File: config.mk
export PLATFORM = sky130hd
export DESIGN_NAME = adc_sched
export DESIGN_NICKNAME = d
export VERILOG_FILES = /design/src/rtl/adc_sched_pkg.sv /design/src/rtl/adc_rr_arb.sv /design/src/rtl/adc_sched.sv
export SDC_FILE = /design/constraint.sdc
export NUM_CORES = 1
export LEC_CHECK = 0
export CAP_MARGIN = 20
export CORE_ASPECT_RATIO = 1.5
export CORE_UTILIZATION = 45
export CTS_BUF_LIST = sky130_fd_sc_hd__clkbuf_16
export CTS_CLUSTER_SIZE = 10
export DETAILED_ROUTE_END_ITERATION = 10
export GPL_ROUTABILITY_DRIVEN = 0
export GPL_TIMING_DRIVEN = 0
export PLACE_DENSITY = 0.72
export SLEW_MARGIN = 10
export SYNTH_ARGS = -nofsm -noshare
export SYNTH_HDL_FRONTEND = slang
export SYNTH_SLANG_ARGS = --single-unit
File: constraint.sdc
create_clock -name tx_clk -period 4.95 [get_ports tx_clk]
set_clock_uncertainty 0.05 [all_clocks]
set_input_delay 0.7425 -clock tx_clk [delete_from_list [all_inputs] [get_ports tx_clk]]
set_output_delay 0.7425 -clock tx_clk [all_outputs]
set_load 0.01 [all_outputs]
File: src/rtl/adc_sched_pkg.sv
// -----------------------------------------------------------------------------
// adc_sched_pkg
// Shared definitions for the ADC conversion scheduler:
//   - FSM state encoding (IDLE / CONV / GAP)
//   - conversion owner encoding (SOL = 0, BB = 1)
//   - default timeout and inter-conversion gap lengths
// -----------------------------------------------------------------------------
package adc_sched_pkg;

  localparam int ADC_W = 12;
  localparam int CNT_W = 16;

  typedef enum logic [1:0] {
    ST_IDLE = 2'd0,
    ST_CONV = 2'd1,
    ST_GAP  = 2'd2
  } state_t;

  typedef enum logic {
    OWN_SOL = 1'b0,
    OWN_BB  = 1'b1
  } owner_t;

  localparam logic [15:0] DEF_TIMEOUT_CYC = 16'd1200;
  localparam logic [3:0]  DEF_GAP_CYC     = 4'd4;

  // BB conversions use the slow ADC mode, SOL conversions the fast one.
  function automatic logic owner_is_slow(input owner_t owner);
    return (owner == OWN_BB);
  endfunction

endpackage

File: src/rtl/adc_rr_arb.sv
// -----------------------------------------------------------------------------
// adc_rr_arb
// Two-way round-robin arbiter, purely combinational. The history bit
// (last_owner) lives in the caller so it only advances on an actual grant.
// Ports:
//   req[1:0]   in  request vector, bit 0 = SOL, bit 1 = BB
//   last_owner in  owner of the previous grant
//   gnt_valid  out at least one request present
//   gnt_owner  out winning requester (only meaningful with gnt_valid)
// -----------------------------------------------------------------------------
module adc_rr_arb
  import adc_sched_pkg::*;
(
  input  logic [1:0] req,
  input  owner_t     last_owner,
  output logic       gnt_valid,
  output owner_t     gnt_owner
);

  always_comb begin
    gnt_valid = |req;
    gnt_owner = OWN_SOL;
    if (req == 2'b11) begin
      // Tie: whoever was not served last goes first.
      gnt_owner = (last_owner == OWN_SOL) ? OWN_BB : OWN_SOL;
    end else if (req[1]) begin
      gnt_owner = OWN_BB;
    end
  end

endmodule

File: src/rtl/adc_sched.sv
// -----------------------------------------------------------------------------
// adc_sched
// Schedules conversions on a single ADC between two requesters (SOL fast,
// BB slow). One conversion at a time: IDLE -> CONV -> GAP -> IDLE. Each
// conversion ends with exactly one result pulse (val) or timeout pulse (err)
// to its owner, followed by a forced idle gap before the next grant.
// Parameters:
//   TIMEOUT_CYC  max CONV cycles waiting for adc_data_val
//   GAP_CYC      idle cycles between conversions (2..15)
// Ports:
//   tx_clk, tx_rst        clock, synchronous active-high reset
//   sched_en              allow new grants
//   sol_req / bb_req      level requests
//   sol_val / bb_val      result-valid pulses
//   sol_data / bb_data    last captured result per requester
//   sol_err / bb_err      timeout pulses
//   adc_convert           convert request to the ADC
//   convert_slow          1 = slow (BB) conversion
//   adc_data, adc_data_val ADC result and its valid level
//   busy                  FSM not in IDLE
//   conv_cnt              successful conversion count (wrapping)
// -----------------------------------------------------------------------------
module adc_sched
  import adc_sched_pkg::*;
#(
  parameter logic [15:0] TIMEOUT_CYC = DEF_TIMEOUT_CYC,
  parameter logic [3:0]  GAP_CYC     = DEF_GAP_CYC
) (
  input  logic              tx_clk,
  input  logic              tx_rst,
  input  logic              sched_en,
  input  logic              sol_req,
  input  logic              bb_req,
  output logic              sol_val,
  output logic              bb_val,
  output logic [ADC_W-1:0]  sol_data,
  output logic [ADC_W-1:0]  bb_data,
  output logic              sol_err,
  output logic              bb_err,
  output logic              adc_convert,
  output logic              convert_slow,
  input  logic [ADC_W-1:0]  adc_data,
  input  logic              adc_data_val,
  output logic              busy,
  output logic [CNT_W-1:0]  conv_cnt
);

  localparam logic [15:0] TMO_LAST = TIMEOUT_CYC - 16'd1;
  localparam logic [3:0]  GAP_LAST = GAP_CYC - 4'd1;

  state_t            state_reg;
  owner_t            owner_reg;
  owner_t            last_owner_reg;
  logic [15:0]       tmo_cnt_reg;
  logic [3:0]        gap_cnt_reg;
  logic              adc_convert_reg;
  logic              convert_slow_reg;
  logic              busy_reg;
  logic [CNT_W-1:0]  conv_cnt_reg;

  logic              gnt_valid;
  owner_t            gnt_owner;
  logic              conv_done;
  logic              conv_tmo;

  adc_rr_arb u_arb (
    .req        ({bb_req, sol_req}),
    .last_owner (last_owner_reg),
    .gnt_valid  (gnt_valid),
    .gnt_owner  (gnt_owner)
  );

  // End-of-conversion events; adc_data_val outside CONV is ignored, and a
  // result arriving on the last allowed cycle beats the timeout.
  assign conv_done = (state_reg == ST_CONV) && adc_data_val;
  assign conv_tmo  = (state_reg == ST_CONV) && !adc_data_val &&
                     (tmo_cnt_reg == TMO_LAST);

  // Main scheduler FSM with registered outputs.
  always_ff @(posedge tx_clk) begin
    if (tx_rst) begin
      state_reg        <= ST_IDLE;
      owner_reg        <= OWN_SOL;
      last_owner_reg   <= OWN_BB;
      tmo_cnt_reg      <= '0;
      gap_cnt_reg      <= '0;
      adc_convert_reg  <= 1'b0;
      convert_slow_reg <= 1'b0;
      busy_reg         <= 1'b0;
      conv_cnt_reg     <= '0;
    end else begin
      case (state_reg)
        ST_IDLE: begin
          if (sched_en && gnt_valid) begin
            state_reg        <= ST_CONV;
            busy_reg         <= 1'b1;
            owner_reg        <= gnt_owner;
            last_owner_reg   <= gnt_owner;
            adc_convert_reg  <= 1'b1;
            convert_slow_reg <= owner_is_slow(gnt_owner);
            tmo_cnt_reg      <= '0;
          end
        end

        ST_CONV: begin
          if (conv_done) begin
            state_reg       <= ST_GAP;
            adc_convert_reg <= 1'b0;
            conv_cnt_reg    <= conv_cnt_reg + 1'b1;
            gap_cnt_reg     <= '0;
          end else if (conv_tmo) begin
            state_reg       <= ST_GAP;
            adc_convert_reg <= 1'b0;
            gap_cnt_reg     <= '0;
          end else begin
            tmo_cnt_reg <= tmo_cnt_reg + 16'd1;
          end
        end

        ST_GAP: begin
          // convert_slow is deliberately left alone here so it stays stable
          // into the gap; it is only rewritten on the next grant.
          if (gap_cnt_reg == GAP_LAST) begin
            state_reg <= ST_IDLE;
            busy_reg  <= 1'b0;
          end else begin
            gap_cnt_reg <= gap_cnt_reg + 4'd1;
          end
        end

        default: begin
          state_reg       <= ST_IDLE;
          busy_reg        <= 1'b0;
          adc_convert_reg <= 1'b0;
        end
      endcase
    end
  end

  // Per-requester result channels. Channel gi belongs to owner gi; the
  // pulses are mutually exclusive because only the current owner matches.
  for (genvar gi = 0; gi < 2; gi++) begin : g_ch
    localparam owner_t CH_OWNER = (gi == 0) ? OWN_SOL : OWN_BB;

    logic             val_reg;
    logic             err_reg;
    logic [ADC_W-1:0] data_reg;
    logic             mine;

    assign mine = (owner_reg == CH_OWNER);

    always_ff @(posedge tx_clk) begin
      if (tx_rst) begin
        val_reg  <= 1'b0;
        err_reg  <= 1'b0;
        data_reg <= '0;
      end else begin
        val_reg <= conv_done && mine;
        err_reg <= conv_tmo && mine;
        if (conv_done && mine) begin
          data_reg <= adc_data;
        end
      end
    end
  end

  assign sol_val      = g_ch[0].val_reg;
  assign sol_err      = g_ch[0].err_reg;
  assign sol_data     = g_ch[0].data_reg;
  assign bb_val       = g_ch[1].val_reg;
  assign bb_err       = g_ch[1].err_reg;
  assign bb_data      = g_ch[1].data_reg;
  assign adc_convert  = adc_convert_reg;
  assign convert_slow = convert_slow_reg;
  assign busy         = busy_reg;
  assign conv_cnt     = conv_cnt_reg;

endmodule
# Yosys cells after proc, flatten, opt, wreduce, memory -nomap -nowiden
# Index checks and enable logic that the tools add are counted.
[op_classes]
n_bitwise = 3
div = 0
muxes = 22
reduce_logical = 20
eq_ne = 11
order_cmp = 0
add_sub_neg = 3
mul = 0
shift = 0
[op_table]
columns = ["operator", "n"]
rows = [
  ["$mux 16", 3],
  ["$add 16x1->16 const B", 2],
  ["$pmux 16 s2", 1],
  ["$eq 16x11->1 const B", 1],
  ["$mux 4", 3],
  ["$reduce_and 3->1", 4],
  ["$ne 2x2->1 const B", 5],
  ["$logic_and 1x1->1", 8],
  ["$mux 2", 4],
  ["$pmux 4 s2", 1],
  ["$mux 1", 7],
  ["$pmux 1 s3", 2],
  ["$pmux 2 s3", 1],
  ["$add 4x1->4 const B", 1],
  ["$eq 2x2->1 const B", 2],
  ["$eq 4x2->1 const B", 1],
  ["$reduce_and 2->1", 2],
  ["$reduce_and 4->1", 1],
  ["$reduce_bool 2->1", 2],
  ["$ne 3x3->1 const B", 1],
  ["$not 1->1", 3],
  ["$eq 2x1->1 const B", 1],
  ["$logic_not 2->1", 1],
  ["$reduce_or 2->1", 1],
  ["$logic_not 1->1", 1],
]
[totals]
romBits = 0
out_inout_bits = 47
latchBits = 0
ramBits = 0
memories = 0
register_bits = 70
wordCells = 73

# Depth between registers and ports, before layout
[logic_depth]
word_depth = 6
ltp_mapped = 7
depth_no_buf = 6

# Modules after synthesis
# A second synthesis with hierarchy kept.
[unflattened]
hier_cells = 377
hier_area_um2 = 3159.3
[by_module_without_submodules]
columns = ["module", "n_inst", "area_per_inst_um2", "cells_each"]
rows = [
  ["adc_sched", 1, 3145.5, 375],
  ["adc_rr_arb", 1, 13.8, 2],
]

# Least setup slack after synthesis
# No wires, ideal clock.
[synth_path]
path_type = "in2reg"
from = "input bb_req"
to = "register tmo_cnt_reg[6]"
path_slack_ns = 3.005
path_stages = 6
setup_time_ns = 0.126
t_required_ns = 4.774
arrival_ns = 1.770
path_cell_list = "nor2_1 -> nor4b_1 -> a21oi_4 -> buf_6 -> o211ai_1 -> o41ai_1"
[synth_via]
elab_chain_cells = 4
[synth_lines]
columns = ["item", "line", "rtl"]
rows = [
  ["start, declared", "adc_sched.sv:33", "input logic bb_req,"],
  ["$reduce_or 2->1", "adc_rr_arb.sv:21", "gnt_valid = |req;"],
  ["$logic_and 1x1->1", "adc_sched.sv:94", "if (sched_en && gnt_valid) begin"],
  ["$ne 2x2->1 (no line)", "--", ""],
  ["$reduce_and 4->1 (no line)", "--", ""],
  ["end signal, assigned", "adc_sched.sv:116", "tmo_cnt_reg <= tmo_cnt_reg + 16'd1;"],
  ["end, declared", "adc_sched.sv:54", "logic [15:0] tmo_cnt_reg;"],
]
# Every way passes these cells.
# A chain may end at the register's enable or synchronous reset.

# Worst setup path after layout
[layout_path]
from = "input adc_data_val"
to = "register conv_cnt_reg[8] (netlist: conv_cnt[8])"
[layout_via]
elab_chain_cells = 2
[layout_lines]
columns = ["item", "line", "rtl"]
rows = [
  ["start, declared", "adc_sched.sv:43", "input logic adc_data_val,"],
  ["$logic_and 1x1->1", "adc_sched.sv:75", "assign conv_done = (state_reg == ST_CONV) && adc_data_val;"],
  ["$reduce_and 2->1 (no line)", "--", ""],
  ["end signal, assigned", "adc_sched.sv:109", "conv_cnt_reg <= conv_cnt_reg + 1'b1;"],
  ["end, declared", "adc_sched.sv:59", "logic [CNT_W-1:0] conv_cnt_reg;"],
]
# Every way passes these cells.

==> impl_metrics.toml <==
[clock_tree]
cts_max_level = 3
postCtsSetupBuffers = 0
clkTransAtPathRegs_ns = 0.06
cts_sinks = 70
cts_buffer_depth = 2
cts_resized = 0
holdBufCountCts = 0
clock_latency_ns = 0.33
cts_tree = "done"
root_buffer = "clkbuf_16"
cts-buffers-inserted = 9

[routing]
ant_nets = 0
drtIter0Drc = 150
wirelength_um = 7830
drt_first_pass_iters = 8
wl_per_cell_um = 15.1
drc = 1
vias = 2871
viasPerCell = 5.54

[power_and_ir_drop]
power_mw = 1.35
power.switching_mw = 0.297
combPwrFrac_pct = 7.3
p_int_mw = 1.06
swShare_pct = 22.0
power.leakage_nw = 1.37
powerDensity_mw_per_mm2 = 333
ir_worst_vdd_uv = 258
seqPwrFrac_pct = 43.0
p_clk_share_pct = 49.7

[die]
std_cell_rows = 36
die_w_um = 68.7
die_y_um = 102
core_mm2 = 0.00649
dieArea_mm2 = 0.00702
pin_count = 65
start_util_pct = 46.3

[worst_setup_path]
crit_path_end = "conv_cnt[8]"
path_max_fanout = 10
crit_path_cell_trace = "clkdlybuf4s50_1, clkbuf_1, nand4_1, or3_1, a21oi_1"
rr_startpoint = "tmo_cnt_reg[0]"
regToRegSetupSlack_ns = 2.93
worstReg2RegEnd = "tmo_cnt_reg[14]"
critPathLaunchType = "input pin"
crit_path_start = "adc_data_val"
rr_worst_depth = 7
cp.buffers_inverters = 2
path_depth = 5
cpPeakStageDelay_ns = 0.54
crit_family = "buffers and inverters"
critPathCaptureType = "flip-flop"
cp.required_ns = 5.16
arrival_ns = 2.66
path_class = "in2reg"
critPathSlowestCell = "clkdlybuf4s50_1"

[sta]
worstMarginPinSlew_ns = 0.744
tns_ns = 0
finalHoldViolCount = 0
fmax_ghz = 0.408
setup_violations = 0
whs_ns = 0.407
maxSlewViolCount = 0
fin_ws_ns = 2.50
maxSlewHeadroom_pct = 49.7
period_share_pct = 49.5
rsz0062_at_grt = "false"
fin_crit_ns = 2.45

[logic_synthesis]
yosys_warnings = 0
synth_flop_cell = "dfxtp_1"
synth_nets = 383
yosysSeqAreaShare_pct = 46.6
synthTopCellsByArea = "dfxtp_1 47%, nand2_1 8.6%, a21oi_1 7.2%, nor2_1 4.4%, nand3_1 3.2%"
synthDistinctLibCells = 45
yosys.area.top_type = "dfxtp_1"
syn_avg_cell_area_um2 = 8.30
synth_top_cell_area_share_pct = 46.6
syn_inst = 362
synth_common_cells = "70 x dfxtp_1, 69 x nand2_1, 43 x a21oi_1"
synth-seq-cells = 70
synth_edf_count = 0
async_flop_share_pct = 0
synth_area_mm2 = 0.00301
synth_most_common_cell = "dfxtp_1"

[cells_and_area]
post-route-util_pct = 62.5
final_cells = 518
drive_gt1_share_pct = 5.43
n_antenna_cell = 0
syn_to_final_growth_pct = 35.0
layout.nets = 458
design_area_mm2 = 0.00406

[global_route]
grt_max_degree = 13
grt_pass1_vias = 2793
grt_pass1_wl_um = 12700
grt_overflow = 0
grt_usage_pct = 24.5
antenna_found_initial = 0

[placement]
hpwl_um = 5760
pre_cts_ws_ns = 2.18
placed_cell_area_mm2 = 0.00374
io_buffer_count = 64
dp.cells = 502

[status]
violations = "design-rule violations"
status = "complete, but fails checks"

[hold_path]
holdCritPathClass = "reg2reg"

[run]
maxCapViolCount = 0
worst min path at each step:
stage,start,end,slack (ns),depth (start not counted)
2_1_floorplan,last_owner_reg,last_owner_reg,0.39,2
3_3_place_gp,bb_data[4],bb_data[4],0.39,2
3_5_place_dp,sol_data[8],sol_data[8],0.40,2
4_1_cts,sol_data[8],sol_data[8],0.41,2
5_1_grt,sol_data[9],sol_data[9],0.42,2
6_report,sol_data[8],sol_data[8],0.41,2
worst register-to-register path, stage by stage, from the launching register on:
cell	delay [ns]
dfxtp_1	0.41
ha_1	0.25
and4b_1	0.28
nand4_4	0.20
a21oi_4	0.34
buf_6	0.20
a21oi_1	0.05
o2bb2ai_1	0.16
routing by layer:
metal	global-route usage (%)	part of all wire (%)	vias to the layer above	wire, um
met2	43.2	53	85	4130
met5	0	0	-	0
met1	25.0	39	1346	3050
li1	-	-	1426	-
met4	11.5	1.7	0	137
met3	8.93	6.5	14	510
power groups by stage:
| stage | clock (mW) | combinational [mW] | sequential [mW] |
|---|---|---|---|
| 3_5_place_dp | 0 | 0.0981 | 0.594 |
| 2_1_floorplan | 0 | 0.0491 | 0.596 |
| 6_report | 0.672 | 0.0982 | 0.582 |
| 4_1_cts | 0.685 | 0.0986 | 0.582 |
| 5_1_grt | 0.710 | 0.109 | 0.583 |
| 3_3_place_gp | 0 | 0.0980 | 0.594 |
area by class of cell:
cell class,instances,area [um^2]
Buffer,18,87.6
Clock inverter,7,90.1
Multi-Input combinational cell,268,1490
Inverter,6,22.5
Fill cell,578,2430
Sequential cell,70,1400
Clock buffer,9,225
Tap cell,76,95.1
Timing Repair Buffer,64,641
cell usage in the layout, fill, tap and decap left out, drive strengths merged, types with 9 or more instances in the layout:
master	instances
nor2	35
clkdlybuf4s50	64
clkbuf	19
nand3	19
nand2	69
nor3	9
dfxtp	70
a21oi	44
o21ai	12
nand4	10
cell families (layout without fill, tap and decap cells):
logic type,Yosys count,count (layout),share of synthesized area [%]
buf+inv,24,104,3.66
simple gates,177,177,29.8
compound gates,72,72,13.9
mux,3,3,0.999
fa+ha+maj,3,3,1.25
flops,70,70,46.6
xor+xnor,13,13,3.79
Power figures use the tool's default switching activity.
